`config.mk`:
```
export PLATFORM = sky130hd
export DESIGN_NAME = mem_arbiter_flat
export DESIGN_NICKNAME = d
export VERILOG_FILES = /design/src/rtl/mem_arbiter_if.sv /design/src/rtl/mem_arbiter.sv /design/src/flat_wrapper.sv
export SDC_FILE = /design/constraint.sdc
export NUM_CORES = 1
export LEC_CHECK = 0
export CORE_MARGIN = 3
export CORE_UTILIZATION = 42
export CTS_BUF_LIST = sky130_fd_sc_hd__clkbuf_2
export CTS_CLUSTER_SIZE = 24
export DETAILED_ROUTE_END_ITERATION = 10
export PLACE_DENSITY = 0.93
export SLEW_MARGIN = 20
export SYNTH_ARGS = -nofsm -noshare
export SYNTH_HDL_FRONTEND = slang
export SYNTH_SLANG_ARGS = --single-unit
```
`constraint.sdc`:
```
create_clock -name clock -period 1.88 [get_ports clock]
set_input_delay 0.188 -clock clock [delete_from_list [all_inputs] [get_ports clock]]
set_output_delay 0.188 -clock clock [all_outputs]
set_load 0.01 [all_outputs]
```
`src/rtl/mem_arbiter_if.sv`:
```
// mem_arbiter_if
// Memory-side bus between the mem_arbiter and the single-port 64K memory.
//
// Signals:
//   mem_enable   memory enable (high for the single access cycle)
//   mem_we_L     write strobe, active low
//   mem_re_L     read strobe, active low
//   mem_address  access address
//   mem_data_o   write data toward the memory data bus
//   mem_data_oe  1 = top level drives mem_data_o onto the inout bus
//   mem_data_i   memory data bus readback
//
// Modports:
//   master  the arbiter (drives strobes, address and write data)
//   slave   the memory side (drives readback data)
interface mem_arbiter_if #(
   parameter int ADDR_W = 16,
   parameter int DATA_W = 8
);
   logic              mem_enable;
   logic              mem_we_L;
   logic              mem_re_L;
   logic [ADDR_W-1:0] mem_address;
   logic [DATA_W-1:0] mem_data_o;
   logic              mem_data_oe;
   logic [DATA_W-1:0] mem_data_i;

   modport master (
      output mem_enable,
      output mem_we_L,
      output mem_re_L,
      output mem_address,
      output mem_data_o,
      output mem_data_oe,
      input  mem_data_i
   );

   modport slave (
      input  mem_enable,
      input  mem_we_L,
      input  mem_re_L,
      input  mem_address,
      input  mem_data_o,
      input  mem_data_oe,
      output mem_data_i
   );
endinterface

```
`src/rtl/mem_arbiter.sv`:
```
// mem_arbiter
// Shares the single-port 64K memory between the 6502C CPU core and the
// display DMA engine. Every access runs IDLE -> ACCESS -> DONE: the winner
// is latched in IDLE, the memory is strobed for exactly one ACCESS cycle,
// and the owner sees a one-cycle ack in DONE. DMA has fixed priority and
// steals cycles from the CPU by pulling cpu_rdy low.
//
// Optional feature macro: MEM_ARB_STARVE_GUARD_EN
//   When defined, a run counter limits consecutive DMA grants made while the
//   CPU is waiting; after MAX_DMA_RUN of them the CPU is granted next.
//   When undefined, DMA priority is absolute.
//
// Ports:
//   clock, reset_L           system clock, asynchronous active-low reset
//   cpu_req/we_L/addr/wdata  CPU request (held until cpu_ack)
//   cpu_rdata, cpu_ack       CPU read data (valid with ack), completion pulse
//   cpu_rdy                  0 = CPU must stall
//   dma_req/we_L/addr/wdata  DMA request (held until dma_ack)
//   dma_rdata, dma_ack       DMA read data (valid with ack), completion pulse
//   mem_bus                  memory-side bus (mem_arbiter_if.master)
module mem_arbiter #(
   parameter int ADDR_W      = 16,
   parameter int DATA_W      = 8,
   parameter int MAX_DMA_RUN = 4
) (
   input  logic              clock,
   input  logic              reset_L,
   input  logic              cpu_req,
   input  logic              cpu_we_L,
   input  logic [ADDR_W-1:0] cpu_addr,
   input  logic [DATA_W-1:0] cpu_wdata,
   output logic [DATA_W-1:0] cpu_rdata,
   output logic              cpu_ack,
   output logic              cpu_rdy,
   input  logic              dma_req,
   input  logic              dma_we_L,
   input  logic [ADDR_W-1:0] dma_addr,
   input  logic [DATA_W-1:0] dma_wdata,
   output logic [DATA_W-1:0] dma_rdata,
   output logic              dma_ack,
   mem_arbiter_if.master     mem_bus
);

   localparam logic [1:0] IDLE   = 2'd0;
   localparam logic [1:0] ACCESS = 2'd1;
   localparam logic [1:0] DONE   = 2'd2;

   if (MAX_DMA_RUN < 1 || MAX_DMA_RUN > 15) begin : g_bad_run
      $error("mem_arbiter: MAX_DMA_RUN must be in 1..15");
   end

   logic [1:0]        state;
   logic              owner_dma;
   logic              lat_we_L;
   logic [ADDR_W-1:0] lat_addr;
   logic [DATA_W-1:0] lat_wdata;
   logic              any_req;
   logic              grant_dma;
   logic              in_access;
   logic              write_access;

   assign any_req = cpu_req | dma_req;

`ifdef MEM_ARB_STARVE_GUARD_EN
   logic [3:0] run_count;
   logic       force_cpu;
   logic       forced_grant;

   // A waiting CPU that has sat through MAX_DMA_RUN DMA grants wins the
   // next arbitration regardless of dma_req.
   assign force_cpu = cpu_req && (run_count == 4'(MAX_DMA_RUN));
   assign grant_dma = dma_req && !force_cpu;

   // The counter only advances on DMA grants the CPU actually waited
   // through, so a lone DMA stream never pre-charges it.
   always_ff @(posedge clock or negedge reset_L) begin
      if (!reset_L) begin
         run_count    <= 4'd0;
         forced_grant <= 1'b0;
      end else if (state == IDLE && any_req) begin
         if (grant_dma) begin
            forced_grant <= 1'b0;
            if (cpu_req) begin
               run_count <= run_count + 4'd1;
            end
         end else begin
            run_count    <= 4'd0;
            forced_grant <= force_cpu;
         end
      end
   end

   // A forced CPU grant must not be stalled by the still-pending DMA request.
   always_comb begin
      cpu_rdy = !(dma_req || (state != IDLE && owner_dma));
      if (state == IDLE && force_cpu) begin
         cpu_rdy = 1'b1;
      end else if (state != IDLE && !owner_dma && forced_grant) begin
         cpu_rdy = 1'b1;
      end
   end
`else
   assign grant_dma = dma_req;

   // Stall the CPU whenever DMA is claiming or holding the memory.
   assign cpu_rdy = !(dma_req || (state != IDLE && owner_dma));
`endif

   // Sequencer: arbitration and request capture happen only in IDLE, so
   // request changes during ACCESS/DONE are invisible until the next IDLE.
   always_ff @(posedge clock or negedge reset_L) begin
      if (!reset_L) begin
         state     <= IDLE;
         owner_dma <= 1'b0;
         lat_we_L  <= 1'b1;
         lat_addr  <= '0;
         lat_wdata <= '0;
      end else begin
         case (state)
            IDLE: begin
               if (any_req) begin
                  state     <= ACCESS;
                  owner_dma <= grant_dma;
                  lat_we_L  <= grant_dma ? dma_we_L  : cpu_we_L;
                  lat_addr  <= grant_dma ? dma_addr  : cpu_addr;
                  lat_wdata <= grant_dma ? dma_wdata : cpu_wdata;
               end
            end
            ACCESS:  state <= DONE;
            DONE:    state <= IDLE;
            default: state <= IDLE;
         endcase
      end
   end

   // Read data is captured at the edge that closes a read ACCESS and is
   // held until the same owner reads again; writes leave it alone.
   always_ff @(posedge clock or negedge reset_L) begin
      if (!reset_L) begin
         cpu_rdata <= '0;
         dma_rdata <= '0;
      end else if (state == ACCESS && lat_we_L) begin
         if (owner_dma) begin
            dma_rdata <= mem_bus.mem_data_i;
         end else begin
            cpu_rdata <= mem_bus.mem_data_i;
         end
      end
   end

   // Strobes decode straight from the state register so that reset
   // releases mem_we_L at once and aborts an in-flight write.
   assign in_access    = (state == ACCESS);
   assign write_access = in_access && !lat_we_L;

   assign mem_bus.mem_enable  = in_access;
   assign mem_bus.mem_we_L    = !write_access;
   assign mem_bus.mem_re_L    = !(in_access && lat_we_L);
   assign mem_bus.mem_data_oe = write_access;
   assign mem_bus.mem_address = in_access ? lat_addr : '0;
   assign mem_bus.mem_data_o  = write_access ? lat_wdata : '0;

   assign cpu_ack = (state == DONE) && !owner_dma;
   assign dma_ack = (state == DONE) && owner_dma;

endmodule
```
`src/flat_wrapper.sv`:
```
// flat-port wrapper written by rule: the top's interface ports become plain ports
module mem_arbiter_flat 
#(
   parameter int ADDR_W      = 16,
   parameter int DATA_W      = 8,
   parameter int MAX_DMA_RUN = 4
)
  (clock, reset_L, cpu_req, cpu_we_L, cpu_addr, cpu_wdata, cpu_rdata, cpu_ack, cpu_rdy, dma_req, dma_we_L, dma_addr, dma_wdata, dma_rdata, dma_ack, mem_bus_mem_enable, mem_bus_mem_we_L, mem_bus_mem_re_L, mem_bus_mem_address, mem_bus_mem_data_o, mem_bus_mem_data_oe, mem_bus_mem_data_i);
  mem_arbiter_if #(.ADDR_W(ADDR_W), .DATA_W(DATA_W)) mem_bus_i ();
  input  logic clock;
  input  logic reset_L;
  input  logic cpu_req;
  input  logic cpu_we_L;
  input  logic [ADDR_W-1:0] cpu_addr;
  input  logic [DATA_W-1:0] cpu_wdata;
  output logic [DATA_W-1:0] cpu_rdata;
  output logic cpu_ack;
  output logic cpu_rdy;
  input  logic dma_req;
  input  logic dma_we_L;
  input  logic [ADDR_W-1:0] dma_addr;
  input  logic [DATA_W-1:0] dma_wdata;
  output logic [DATA_W-1:0] dma_rdata;
  output logic dma_ack;
  output wire logic [$bits(mem_bus_i.mem_enable)-1:0] mem_bus_mem_enable;
  output wire logic [$bits(mem_bus_i.mem_we_L)-1:0] mem_bus_mem_we_L;
  output wire logic [$bits(mem_bus_i.mem_re_L)-1:0] mem_bus_mem_re_L;
  output wire logic [$bits(mem_bus_i.mem_address)-1:0] mem_bus_mem_address;
  output wire logic [$bits(mem_bus_i.mem_data_o)-1:0] mem_bus_mem_data_o;
  output wire logic [$bits(mem_bus_i.mem_data_oe)-1:0] mem_bus_mem_data_oe;
  input wire logic [$bits(mem_bus_i.mem_data_i)-1:0] mem_bus_mem_data_i;
  assign mem_bus_mem_enable = mem_bus_i.mem_enable;
  assign mem_bus_mem_we_L = mem_bus_i.mem_we_L;
  assign mem_bus_mem_re_L = mem_bus_i.mem_re_L;
  assign mem_bus_mem_address = mem_bus_i.mem_address;
  assign mem_bus_mem_data_o = mem_bus_i.mem_data_o;
  assign mem_bus_mem_data_oe = mem_bus_i.mem_data_oe;
  assign mem_bus_i.mem_data_i = mem_bus_mem_data_i;
  mem_arbiter #(.ADDR_W(ADDR_W), .DATA_W(DATA_W), .MAX_DMA_RUN(MAX_DMA_RUN)) u_core (.clock(clock), .reset_L(reset_L), .cpu_req(cpu_req), .cpu_we_L(cpu_we_L), .cpu_addr(cpu_addr), .cpu_wdata(cpu_wdata), .cpu_rdata(cpu_rdata), .cpu_ack(cpu_ack), .cpu_rdy(cpu_rdy), .dma_req(dma_req), .dma_we_L(dma_we_L), .dma_addr(dma_addr), .dma_wdata(dma_wdata), .dma_rdata(dma_rdata), .dma_ack(dma_ack), .mem_bus(mem_bus_i));
endmodule
```
# Word-level counts from Yosys, hierarchy flattened
# Index checks and enable logic that the tools add are counted.
# Widths: inputs -> output; s select.
# word_totals
in_bits	62
register_bits	44
# op_classes
eq_ne	3
bitwise	2
n_reduce_logical	16
n_mux	7
# op_table
operator	n
$mux 16	2
$mux 8	2
$reduce_and 2->1	3
$logic_and 1x1->1	5
$logic_not 1->1	5
$pmux 2 s2	1
$eq 2x1->1 const B	1
$eq 2x2->1 const B	1
$logic_not 2->1	1
$mux 2	1
$ne 2x1->1 const B	1
$reduce_bool 2->1	1
$logic_or 1x1->1	1
$mux 1	1
$not 1->1	1
$or 1x1->1	1

# Depth between registers and ports, before layout
# Gate-level depths: netlist (run 1).
# depth
word_depth	4
ltp_mapped	5
ltp_nobuf	3

# Worst setup path after synthesis (run 1)
# Ideal clock, no wire load.
# synth_path
path_type	reg-to-reg
start	register u_core.lat_we_L
end	register u_core.cpu_rdata[0]
required_ns	1.755
path_stages_with_launch	4
arrival_ns	1.305
slack_ns	0.450
setup_ns	0.125
synth_period_minus_slack_ns	1.430
path_buffers	0
cell_sequence	dfstp_2 nand3b_1 nor2_4 mux2_2
# synth_via
elab_chain_len	2
# synth_lines
item	line	source
from (decl)	mem_arbiter.sv:54	logic lat_we_L;
from (signal assigned)	mem_arbiter.sv:124	lat_we_L <= grant_dma ? dma_we_L : cpu_we_L;
$logic_and 1x1->1	mem_arbiter.sv:142	end else if (state == ACCESS && lat_we_L) begin
$reduce_and 2->1 (no line)	n/a	
to (signal assigned)	mem_arbiter.sv:146	cpu_rdata <= mem_bus.mem_data_i;
to (decl)	mem_arbiter.sv:32	output logic [DATA_W-1:0] cpu_rdata,
# No other way between the ends.
# A chain may end at the register's enable or synchronous reset.

# Worst setup path after layout (run 1)
# layout_path
start	register u_core.state[0]
end	output port mem_bus_mem_address[0]
# layout_via
elab_chain_len	2
# layout_lines
item	line	source
from (decl)	mem_arbiter.sv:52	logic [1:0] state;
from (signal assigned)	mem_arbiter.sv:113	state <= IDLE;
from (signal assigned)	mem_arbiter.sv:122	state <= ACCESS;
from (signal assigned)	mem_arbiter.sv:129	ACCESS: state <= DONE;
$eq 2x1->1	mem_arbiter.sv:153	assign in_access = (state == ACCESS);
$mux 16	mem_arbiter.sv:160	assign mem_bus.mem_address = in_access ? lat_addr : '0;
to (decl)	flat_wrapper.sv:28	output wire logic [$bits(mem_bus_i.mem_address)-1:0] mem_bus_mem_address;
# No other way between the ends.

==> results of run 1 <==
==> state kept, by name, indices dropped and copies added (netlist names) <==
| name | count |
|---|---|
| u_core.state | 2 |
| u_core.dma_rdata | 8 |
| u_core.lat_wdata | 8 |
| u_core.cpu_rdata | 8 |
| u_core.lat_we_L | 1 |
| u_core.owner_dma | 1 |
| u_core.lat_addr | 16 |
==> through the flow <==
step                      instances  utilization [%]  total power, mW  TNS [ps]
after global routing            353             67.4             5.27      -319
after global placement          338             66.8             4.49         0
after detailed placement        338             66.8             4.57         0
final                           353             67.4             4.95         0
after floorplan                 158                -             3.34         0
after CTS                       350             67.5             4.92     -10.1
==> power groups by stage <==
stage / logic (mW) / clock network [mW] / registers [mW]
6_report: 2.83 / 0.374 / 1.75
5_1_grt: 3.03 / 0.422 / 1.81
4_1_cts: 2.79 / 0.390 / 1.74
3_5_place_dp: 2.83 / 0 / 1.75
3_3_place_gp: 2.77 / 0 / 1.72
2_1_floorplan: 1.57 / 0 / 1.77
==> layout make-up <==
cell class | count | share of cell area, %
flip-flops and latches | 44 | 31.4
multi-input cells | 103 | 32.1
well taps | 70 | 2.50
clock buffers | 5 | 0.714
clock inverters | 2 | 0.357
repair buffers | 127 | 32.7
inverters | 2 | 0.214
==> critical path: cells and delay by family, from the launching register on <==
family                 cells  cell delay [ps]
buffers and inverters      3              490
DFF                        1              440
and+or+nand+nor            2              290
==> cell usage after synthesis <==
master    instances  area, um2
buf_12            2       40.0
inv_1             2       7.51
nor2_2            1       6.26
and3b_1           1       8.76
buf_2             4       20.0
o21a_1            1       7.51
nand3b_1          1       7.51
a21oi_1           1       5.00
a22o_1            1       8.76
mux2_4           27        405
dfrtp_1          43       1080
buf_4             2       15.0
nor3b_1           1       7.51
nand3_4           1       17.5
nor2_4            1       11.3
buf_6             1       11.3
nor2b_1           3       18.8
dfstp_2           1       26.3
nand2_1           1       3.75
mux2_2           39        439
and2_1           24        150
==> kinds of logic (layout without fill, tap and decap cells) <==
logic type	after synthesis	after routing	share of synthesized area (%)
AOI/OAI and AO/OA	3	3	0.927
muxes	66	66	36.8
and+or+nand+nor	34	34	10.1
DFF	44	44	48.1
buffers and inverters	11	136	4.09
==> worst paths after layout <==
| path | startpoint | end | cells after the start |
|---|---|---|---|
| min in group clock | cpu_req | u_core.owner_dma$_DFFE_PN0P_ | 3 |
| setup reg to reg | u_core.state[1]$_DFFE_PN0P_ | u_core.lat_addr[5]$_DFFE_PN0P_ | 5 |
| hold reg to reg | u_core.lat_addr[3]$_DFFE_PN0P_ | u_core.lat_addr[3]$_DFFE_PN0P_ | 1 |
| setup / recovery | u_core.state[0]$_DFFE_PN0P_ | mem_bus_mem_address[0] | 5 |
| max in group asynchronous | reset_L | u_core.lat_we_L$_DFFE_PN1P_ | 3 |
| hold / removal | reset_L | u_core.dma_rdata[4]$_DFFE_PN0P_ | 3 |
==> metal layers <==
| layer | global-route usage [%] | vias to the layer above | routed length, um |
|---|---|---|---|
| met5 | 0 | - | 0 |
| met4 | 3.55 | 0 | 36 |
| met3 | 5.30 | 5 | 359 |
| met2 | 33.9 | 62 | 3000 |
| met1 | 20.0 | 822 | 2180 |
| li1 | - | 798 | - |
==> repair_timing <==
action / 4_1_cts / 5_1_grt
endpoints found under the hold margin: 43 / 0
resized for setup: 69 / 44
endpoints found under the setup margin: 31 / 27
hold buffers: 1 / 0
cloned: 1 / 1
pin swaps: 1 / 2
buffers inserted: 3 / 2
==> impl_metrics.toml, run 1 <==
[run_status]
status = "completed"

[power_and_ir_drop]
pwr-share-seq_pct = 35.3
comb_power_share_pct = 57.2
intPower_mw = 3.31
p_leak_nw = 1.60
power_switching_mw = 1.64
p_clk_share_pct = 7.5
ir_drop_mv = 0.726
switching_share_pct = 33.2
power_density_mw_per_mm2 = 1410

[drt]
drtPass1Iterations = 3
num_vias = 1687
drc = 0
wire_per_inst_um = 15.8
drt-initial-drc-count = 53
viasPerCell = 4.78
wirelength_um = 5580
final_antenna_net_count = 0

[logic_synthesis]
ys_seq_elements = 44
synthCells = 158
synth_cell_types = 21
ys.warnings.count = 0
syn_area_mm2 = 0.00229
avgSynthCellArea_um2 = 14.5
yosysSeqAreaShare_pct = 48.1
synth_nets = 220

[timing]
timing.hold.ws_ps = 364
slew_headroom_pct = 63.9
hold_viol = 0
timing.fmax_mhz = 552
period_minus_slack_ps = 1810
rsz0062_at_grt = "yes"
fin_worst_skew_ps = 20.5
drv_slew = 0
setup_ws_ps = 66.8
setup_viol = 0
tightest_slew_ps = 541
finalCritPeriodShare_pct = 96.4

[setup_path]
max_stage_delay_ps = 440
end_kind = "output pin"
start_kind = "flip-flop"
crit_type = "reg2out"
critPathRequiredTime_ps = 1690
crit_fanout = 5
path_cells = "nor2b_4, buf_4, buf_6, and2_1, clkdlybuf4s15_1"
r2r_setup_slack_ps = 260
worst_path_max_delay_cell = "dfrtp_1"
critical_path_arrival_ps = 1630

[floorplanning]
die_y_um = 79.9
fp.dieW_um = 79.9
start_util_pct = 44.1
die-area_mm2 = 0.00638
core_area_mm2 = 0.00520
fp-row-count = 26
num_io_pins = 109

[layout]
finalInstanceArea_mm2 = 0.00351
layout-drive-gt1-share_pct = 45.2
layout.nets = 345
multiInputGateArea_mm2 = 0.00112
antennaDiodeCount = 0
final_cell_mix = "clkdlybuf4s50_1 (76), dfrtp_1 (43), mux2_2 (39)"
syn2layout_area_growth_pct = 52.9
final_common_cell = "clkdlybuf4s50_1"
seq_area_mm2 = 0.00110
fillCellCount = 397

[job]
drv_cap = 0

[grt]
grt_antenna_before_repair = 0
grt-ovfl-total = 0
grt_max_degree = 45
grt_pass1_vias = 1796
gr-usage-all-layers_pct = 18.0
grt_pass1_wl_um = 8800

[clock_tree]
cts_root_buf = "clkbuf_2"
clock_path_buffers = 2
cts_tree = "done"
clkSlewWorstSetupHoldPaths_ps = 220
cts.sinks = 44
cts_buffers = 5
clock_latency_ps = 390
cts.htree.levels = 2

[placed_design]
dp_worst_setup_slack_ps = 136
portBuffers = 108
placed_area_mm2 = 0.00348
gp_congestion = 0.651
hpwl_um = 4070

[min_path]
hp-class = "in2async"
Power figures use the tool's default switching activity.
==> inputs of run 2 (changes only) <==
--- a/config.mk
+++ b/config.mk
@@ -5,6 +5,7 @@
 export SDC_FILE = /design/constraint.sdc
 export NUM_CORES = 1
 export LEC_CHECK = 0
+export CAP_MARGIN = 20
 export CORE_MARGIN = 3
 export CORE_UTILIZATION = 42
 export CTS_BUF_LIST = sky130_fd_sc_hd__clkbuf_2
@@ -15,3 +16,4 @@
 export SYNTH_ARGS = -nofsm -noshare
 export SYNTH_HDL_FRONTEND = slang
 export SYNTH_SLANG_ARGS = --single-unit
+export TNS_END_PERCENT = 5
==> run 2 against run 1 <==
- sequential share of layout area up 0.16 points
- sequential power about the same
- via count down 1.7%
- design area down 0.50%
- combinational power down 6%
- clock-buffer cell count unchanged
- wire length down 5.0%
- global-route usage down 0.87 points
- critical path depth unchanged
- worst hold slack about the same
- critical endpoint is now mem_bus_mem_data_o[2]
- largest power group unchanged
==> impl_metrics.toml, run 2 (synthesis results as in run 1) <==
[drt]
wirelength_um = 5300
viasPerCell = 4.79
drc = 0
num_vias = 1659
drtPass1Iterations = 4
final_antenna_net_count = 0
wire_per_inst_um = 15.3
drt-initial-drc-count = 45

[layout]
antennaDiodeCount = 0
syn2layout_area_growth_pct = 52.2
multiInputGateArea_mm2 = 0.00111
layout-drive-gt1-share_pct = 36.6
final_cell_mix = "clkdlybuf4s50_1 (76), dfrtp_1 (43), mux2_2 (39)"
finalCoreUtilization_pct = 67.0
regMostFlops = "u_core.lat_addr"
seq_area_mm2 = 0.00110
fillCellCount = 398
final_common_cell = "clkdlybuf4s50_1"
layout.nets = 338
largest_reg_flops = 16

[grt]
grt_pass1_wl_um = 8420
grt_max_degree = 45
grt-ovfl-total = 0
grt_pass1_vias = 1773
gr-usage-all-layers_pct = 17.2
grt_antenna_before_repair = 0

[power_and_ir_drop]
ir_drop_mv = 0.693
pwr-share-seq_pct = 36.4
comb_power_share_pct = 55.9
fin_total_pwr_mw = 4.76
p_leak_nw = 1.56
power_density_mw_per_mm2 = 1360
switching_share_pct = 32.6
p_clk_share_pct = 7.7
power_switching_mw = 1.55
intPower_mw = 3.21

[timing]
timing.fmax_mhz = 555
finalCritPeriodShare_pct = 95.8
fin_worst_skew_ps = 18.6
timing.hold.ws_ps = 364
setup_viol = 0
period_minus_slack_ps = 1800
hold_viol = 0
tightest_slew_ps = 539
slew_headroom_pct = 64.1
drv_slew = 0
rsz0062_at_grt = "yes"

[setup_path]
start_kind = "flip-flop"
r2r_setup_slack_ps = 260
critPathRequiredTime_ps = 1690
startpoint = "u_core.state[1]$_DFFE_PN0P_"
end_kind = "output pin"
crit_type = "reg2out"
endpoint = "mem_bus_mem_data_o[2]"
rr_startpoint = "u_core.state[1]$_DFFE_PN0P_"
crit_fanout = 6
critical_path_arrival_ps = 1610
r2r_end = "u_core.lat_addr[5]$_DFFE_PN0P_"
rr_worst_depth = 5

[clock_tree]
clkSlewWorstSetupHoldPaths_ps = 220
clock_path_buffers = 2
cts.htree.levels = 2
cts_buffers = 5
cts_tree = "done"
cts.sinks = 44
cts_root_buf = "clkbuf_2"
clock_latency_ps = 390

[run_status]
status = "completed"

[floorplanning]
fp-row-count = 26
fp.dieW_um = 79.9
core_area_mm2 = 0.00520
die_y_um = 79.9
num_io_pins = 109
die-area_mm2 = 0.00638
start_util_pct = 44.1

[min_path]
hp-class = "in2async"

[placed_design]
hpwl_um = 4070
gp_congestion = 0.651
portBuffers = 108

[job]
drv_cap = 0
## run 2: area by class of cell
| type | instances | area share [%] |
|---|---|---|
| clock buffer | 5 | 0.717 |
| sequential | 44 | 31.6 |
| timing repair buffer | 120 | 32.9 |
| tap | 70 | 2.51 |
| inverter | 2 | 0.215 |
| multi-input combinational | 103 | 31.7 |
| clock inverter | 2 | 0.359 |
## run 2: timing repair
| action | 4_1_cts | 5_1_grt |
|---|---|---|
| hold endpoints to repair | 43 | 0 |
| hold buffers | 1 | 0 |
| gates resized for setup | 44 | 25 |
| buffers inserted | 0 | 0 |
| endpoints found under the setup margin | 31 | 23 |
## run 2: stage by stage
stage	cells	cell area [um2]	TNS (ps)	setup slack, ps
after floorplan	158	2290	0	450
after global placement	338	3480	0	153
after detailed placement	338	3480	0	136
after CTS	346	3510	0	1.02
after global routing	346	3490	-42.0	-42.0
final	346	3490	0	78.7
## run 2: power groups by stage
| stage | logic, mW | registers [mW] | clock network (mW) |
|---|---|---|---|
| 6_report | 2.66 | 1.73 | 0.368 |
| 5_1_grt | 2.85 | 1.80 | 0.421 |
| 4_1_cts | 2.69 | 1.74 | 0.390 |
| 3_5_place_dp | 2.83 | 1.75 | 0 |
| 3_3_place_gp | 2.77 | 1.72 | 0 |
| 2_1_floorplan | 1.57 | 1.77 | 0 |
## run 2: routing by layer
layer,vias up,wire [um],track usage (%)
li1,785,-,-
met1,807,2020,18.1
met2,62,2860,32.9
met3,5,385,5.30
met4,0,37,3.89
met5,-,0,0
## run 2: worst min-delay path by stage
stage / start / end / slack, ps / cells past startpoint
5_1_grt: reset_L / u_core.dma_rdata[5]$_DFFE_PN0P_ / 370 / 3
3_3_place_gp: reset_L / u_core.cpu_rdata[5]$_DFFE_PN0P_ / 290 / 2
3_5_place_dp: reset_L / u_core.dma_rdata[3]$_DFFE_PN0P_ / 300 / 2
4_1_cts: reset_L / u_core.cpu_rdata[6]$_DFFE_PN0P_ / 360 / 3
6_report: reset_L / u_core.dma_rdata[3]$_DFFE_PN0P_ / 360 / 3
2_1_floorplan: reset_L / u_core.cpu_rdata[0]$_DFFE_PN0P_ / -110 / 0
## run 2: worst max-delay path: stages, from the launching register on
cell,delay (ps)
dfrtp_1,430
nor2b_2,150
nor2b_4,190
buf_6,120
and2_1,110
clkdlybuf4s15_2,220
==> patch 1, RTL diff (settings of run 2) <==
Build with the macro `MEM_ARB_STARVE_GUARD_EN` defined.
--- a/src/rtl/mem_arbiter.sv
+++ b/src/rtl/mem_arbiter.sv
@@ -19,4 +19,6 @@
 //   dma_rdata, dma_ack       DMA read data (valid with ack), completion pulse
 //   mem_bus                  memory-side bus (mem_arbiter_if.master)
+`define MEM_ARB_STARVE_GUARD_EN
+
 module mem_arbiter #(
    parameter int ADDR_W      = 16,
Behaviour: same outputs for any inputs over 10 cycles, from zero or initial values and one cycle with reset_L low; that may be too few to reach the edited logic, so the function may still have changed.
==> patch 1 against run 2 <==
- via count increased by 47%
- routed wire length grew 42%
- sequential share of layout area decreased by 1.5 points
- area after synthesis grew 18%
- count of clock-buffer cells in the layout unchanged
- setup slack got worse by 0.049 ns
- clock skew shrank 0.0086 ns
- total power grew 27%
- final cell count rose by 29%
- sequential cell count rose by 5
- final area is 17% higher
- critical path type unchanged
- critical endpoint is now mem_bus_mem_we_L
==> patch 1: results (changes against run 2) <==
----------------------------------------------------
[Finish]
  Count of nets after finishing ... 435 (+29%)
  Fraction of layout cells with a size suffix above 1 ... 0.2097 (-0.1563)
  Count of placed standard cells in the final layout, fillers left out ... 447 (+29%)

[GRT]
  Number of antenna violations at the first check in global routing ... 0 (unchanged)
  Met2 Use GR ... 0.3456 (+0.01698)
  Global-route met1 utilization ... 0.2615 (+0.08075)
  M3 GR Usage ... 0.03802 (-0.01502)
  Aggregate global-route resource usage ... 0.1988 (+0.02719)
  Largest net degree at the start of global routing ... 36 (-20%)
  First-pass GRT wire length ... 11,820 microns (+40%)
  Number of global-route vias before repair ... 2,395 (+35%)

[Power and ir drop]
  Share of power burned in the clock network ... 0.114 (+0.037)
  Lkg Pwr ... 2.116 nW (+36%)
  Flop pwr share ... 0.315 (-0.049)
  Worst voltage drop across the vdd grid ... 0.0008896 V (+28%)
  Switching pwr ... 2.253 mW (+45%)

[Routing]
  Initial drt markers ... 113 (+150%)
  Wl on met1 ... 3097 microns (+54%)
  Vias per Instance ... 5.447 (+14%)
  Routed length on met2 ... 3910 microns (+37%)
  Wire length per cell after detailed routing ... 16.88 microns (+10%)
  Wire length on met3 ... 459 microns (+19%)

[Logic synthesis]
  Synthesized area ... 0.002711 sq mm (+18%)
  Commonest cells in the synthesized netlist ... sky130_fd_sc_hd__dfrtp_1, sky130_fd_sc_hd__inv_1, sky130_fd_sc_hd__nand3_1
  Multiplexer share of the synthesized area ... 0.07568 (-0.2926)
  Count of cell types in the netlist ... 37 (+76%)
  Leading cell types by total area after synthesis ... sky130_fd_sc_hd__dfrtp_1, sky130_fd_sc_hd__o221ai_2, sky130_fd_sc_hd__mux2_2
  Cells after synthesis ... 256 (+62%)
  Complex-gate fraction of the synthesized area ... 0.1394 (+0.1301)
  Portion of the post-synthesis area used by sequential elements ... 0.4527 (-0.02793)
  Post-synthesis share of cell area spent on full adders, half adders and majority gates ... 0.009229 (+0.009229)

[Status]
  Run status ... finished, final reports clean

[Placement]
  Dpl cells ... 433 (+28%)
  Final weighted congestion in routability-driven placement ... 0.7801 (+20%)
  Placement-stage cell area ... 0.003892 sq mm (+12%)
  Estimated wirelength of the detail-placed design ... 5442 microns (+34%)

[Timing]
  Worst clock skew ... 0.01003 ns (-0.008576 ns)
  Worst hold slack across all endpoints ... 0.2574 ns (-0.1068 ns)

[Clock tree]
  Clock-pin slew reported for the worst setup and hold paths after clock tree synthesis ... 0.24 ns (+0.02 ns)
  Clock latency on the worst-skew pair ... 0.41 ns (+0.02 ns)

[Worst setup path]
  End point of the critical path ... mem_bus_mem_we_L
  FF-to-FF End ... u_core.cpu_rdata[5]
  Slack of the worst reg-to-reg path ... 0.11 ns (-0.15 ns)

----------------------------------------------------
patch 1: critical path: stages (launching register included):
cell,delay [ns]
sky130_fd_sc_hd__dfrtp_1,0.46
sky130_fd_sc_hd__nor2b_2,0.18
sky130_fd_sc_hd__buf_6,0.17
sky130_fd_sc_hd__and2_1,0.14
sky130_fd_sc_hd__inv_1,0.04
sky130_fd_sc_hd__dlygate4sd2_1,0.27
patch 1: layout make-up:
| class | instances | area [sq um] | share of cell area |
|---|---|---|---|
| multi-input cells | 154 | 1239 | 0.3033 |
| flip-flops and latches | 49 | 1227 | 0.3006 |
| repair buffers | 132 | 1325 | 0.3244 |
| inverters | 29 | 108.9 | 0.02665 |
| well taps | 75 | 93.84 | 0.02298 |
| clock inverters | 3 | 65.06 | 0.01593 |
| clock buffers | 5 | 25.02 | 0.006127 |
patch 1: what timing repair did:
item	4_1_cts	5_1_grt
buffers inserted	3	2
resized for setup	10	34
endpoints found under the hold margin	21	0
endpoints found under the setup margin	31	37
hold buffers	1	0
pin swaps	2	0
==> patch 2, RTL diff (flow settings as in run 2) <==
Made on the original files. `ADDR_W` is set to 16 in 3 places; all go to 15.
--- a/src/rtl/mem_arbiter_if.sv
+++ b/src/rtl/mem_arbiter_if.sv
@@ -15,5 +15,5 @@
 //   slave   the memory side (drives readback data)
 interface mem_arbiter_if #(
-   parameter int ADDR_W = 16,
+   parameter int ADDR_W = 15,
    parameter int DATA_W = 8
 );
--- a/src/rtl/mem_arbiter.sv
+++ b/src/rtl/mem_arbiter.sv
@@ -20,5 +20,5 @@
 //   mem_bus                  memory-side bus (mem_arbiter_if.master)
 module mem_arbiter #(
-   parameter int ADDR_W      = 16,
+   parameter int ADDR_W      = 15,
    parameter int DATA_W      = 8,
    parameter int MAX_DMA_RUN = 4
--- a/src/flat_wrapper.sv
+++ b/src/flat_wrapper.sv
@@ -2,5 +2,5 @@
 module mem_arbiter_flat 
 #(
-   parameter int ADDR_W      = 16,
+   parameter int ADDR_W      = 15,
    parameter int DATA_W      = 8,
    parameter int MAX_DMA_RUN = 4
Interface: changed (resized cpu_addr, dma_addr and mem_bus_mem_address); port bits go from 109 to 106. No check against the original RTL was run, so the function may have changed too.
==> patch 2 against run 2 <==
- sequential cell count decreased by 1
- total power down 4.3%
- setup slack better by 0.052 ns
- area after synthesis is 3.9% lower
- routed wire length shrank 3.1%
- first-iteration DRC count is 33% higher
- fmax increased by 3.0%
- final area fell by 4.7%
- worst hold slack lost 0.12 ns
- highest routed layer unchanged
==> patch 2: results (changes against run 2) <==
----------------------------------------------------
[Status]
  Run status ... finished, final reports clean

[Worst setup path]
  WP data arrival ... 1.56 ns (-0.05 ns)
  End point of the critical path ... mem_bus_mem_address[7]
  Worst setup startpoint ... u_core.state[1]
  Maximum fanout encountered on the critical timing path ... 17 (+11)
  Critical-path cell with the highest stage delay ... sky130_fd_sc_hd__dfrtp_1
  Cell family with the largest share of critical-path delay ... flip-flops
  FF-to-FF End ... u_core.cpu_rdata[1]
  R2r worst-path depth ... 4 (-1)
  Slack of the worst reg-to-reg path ... 0.25 ns

[Logic synthesis]
  Leading cell types by total area after synthesis ... sky130_fd_sc_hd__dfrtp_1, sky130_fd_sc_hd__mux2_2, sky130_fd_sc_hd__mux2_4
  Commonest cells in the synthesized netlist ... sky130_fd_sc_hd__mux2_2, sky130_fd_sc_hd__dfrtp_1, sky130_fd_sc_hd__and2_1
  Number of nets in the synthesized netlist ... 214 (-2.7%)
  Cells after synthesis ... 154 (-2.5%)
  Portion of the post-synthesis area used by sequential elements ... 0.4886 (+0.008016)
  Number of warnings printed during yosys synthesis ... 0 (unchanged)

[Placement]
  Pre-CTS WS ... 0.07657 ns (-0.05953 ns)
  Count of buffers inserted at the top-level ports ... 105 (-2.8%)
  Estimated wirelength of the detail-placed design ... 3955 microns (-2.9%)
  Final weighted congestion in routability-driven placement ... 0.6995 (+7.4%)

[GRT]
  First-pass GRT wire length ... 8590 microns (+2.0%)
  Aggregate global-route resource usage ... 0.1771 (+0.005554)
  Number of antenna violations at the first check in global routing ... 0 (unchanged)
  Largest net degree at the start of global routing ... 23 (-49%)
  Number of global-route vias before repair ... 1,803 (+1.7%)

[Routing]
  DR vias ... 1,592 (-4.0%)
  Number of iterations in the first detailed-routing pass ... 3 (-1)
  Final routed wirelength across all metal layers ... 5132 microns (-3.1%)
  Initial drt markers ... 60 (+33%)
  Wire length per cell after detailed routing ... 15.27 microns (-0.23%)

[Finish]
  Count of nets after finishing ... 328 (-3.0%)
  Max reg flops ... 15 (-1)
  Fraction of layout cells with a size suffix above 1 ... 0.4089 (+0.04298)
  Fillers ... 383 (-3.8%)
  Register with the most flip-flops ... u_core.lat_addr
  Final instance area ... 0.003324 sq mm (-4.7%)

[Timing]
  Transition time of the tightest slew-check pin ... 0.5159 ns (-0.02298 ns)
  Worst hold slack across all endpoints ... 0.2468 ns (-0.1174 ns)
  Final WS setup ... 0.1305 ns (+0.05178 ns)
  Number of failing hold endpoints at the final stage ... 0 (unchanged)
  Worst clock skew ... 0.01123 ns (-0.007377 ns)

[Clock tree]
  H-Tree Depth ... 2 (unchanged)
  Clock latency on the worst-skew pair ... ~0.40 ns
  Total clock buffers created by CTS ... 5 (unchanged)
  Clock Tree Root ... sky130_fd_sc_hd__clkbuf_2
  Post-CTS resize count ... 47 (+6.8%)
  Worst-case clock buffer depth ... 2 (unchanged)
  Number of buffers inserted to repair setup after CTS ... 2 (+2)

[Power and ir drop]
  Lkg Pwr ... 1.477 nW (-5.2%)
  Worst voltage drop across the vdd grid ... 0.0006854 V (-1.2%)

----------------------------------------------------
==> patch 2: logic make-up after synthesis <==
family,synth area share
compound gates,0.009648
flops,0.4887
simple gates,0.09932
mux,0.3593
buf+inv,0.04313
==> patch 2: routing by layer <==
layer | up-vias | global-route usage | wire length [microns] | share of wire
li1 | 757 | - | - | -
met2 | 64 | 0.3348 | 2724 | 0.53
met4 | 0 | 0.03671 | 36 | 0.0070
met5 | - | 0 | 0 | 0
met3 | 5 | 0.06193 | 385 | 0.075
met1 | 766 | 0.1890 | 1986 | 0.39
==> patch 2: final cells by class <==
cell class | instances | share of cell area
Clock buffer | 5 | 0.007527
Sequential cell | 43 | 0.3240
Tap cell | 67 | 0.02522
Multi-Input combinational cell | 100 | 0.3143
Timing Repair Buffer | 116 | 0.3207
Inverter | 2 | 0.002258
Clock inverter | 3 | 0.006022
==> patch 2: power breakdown <==
part           switching [mW]  total [mW]  internal [mW]
Sequential              0.265        1.67           1.40
Clock                   0.302       0.390         0.0881
Combinational           0.947        2.50           1.55
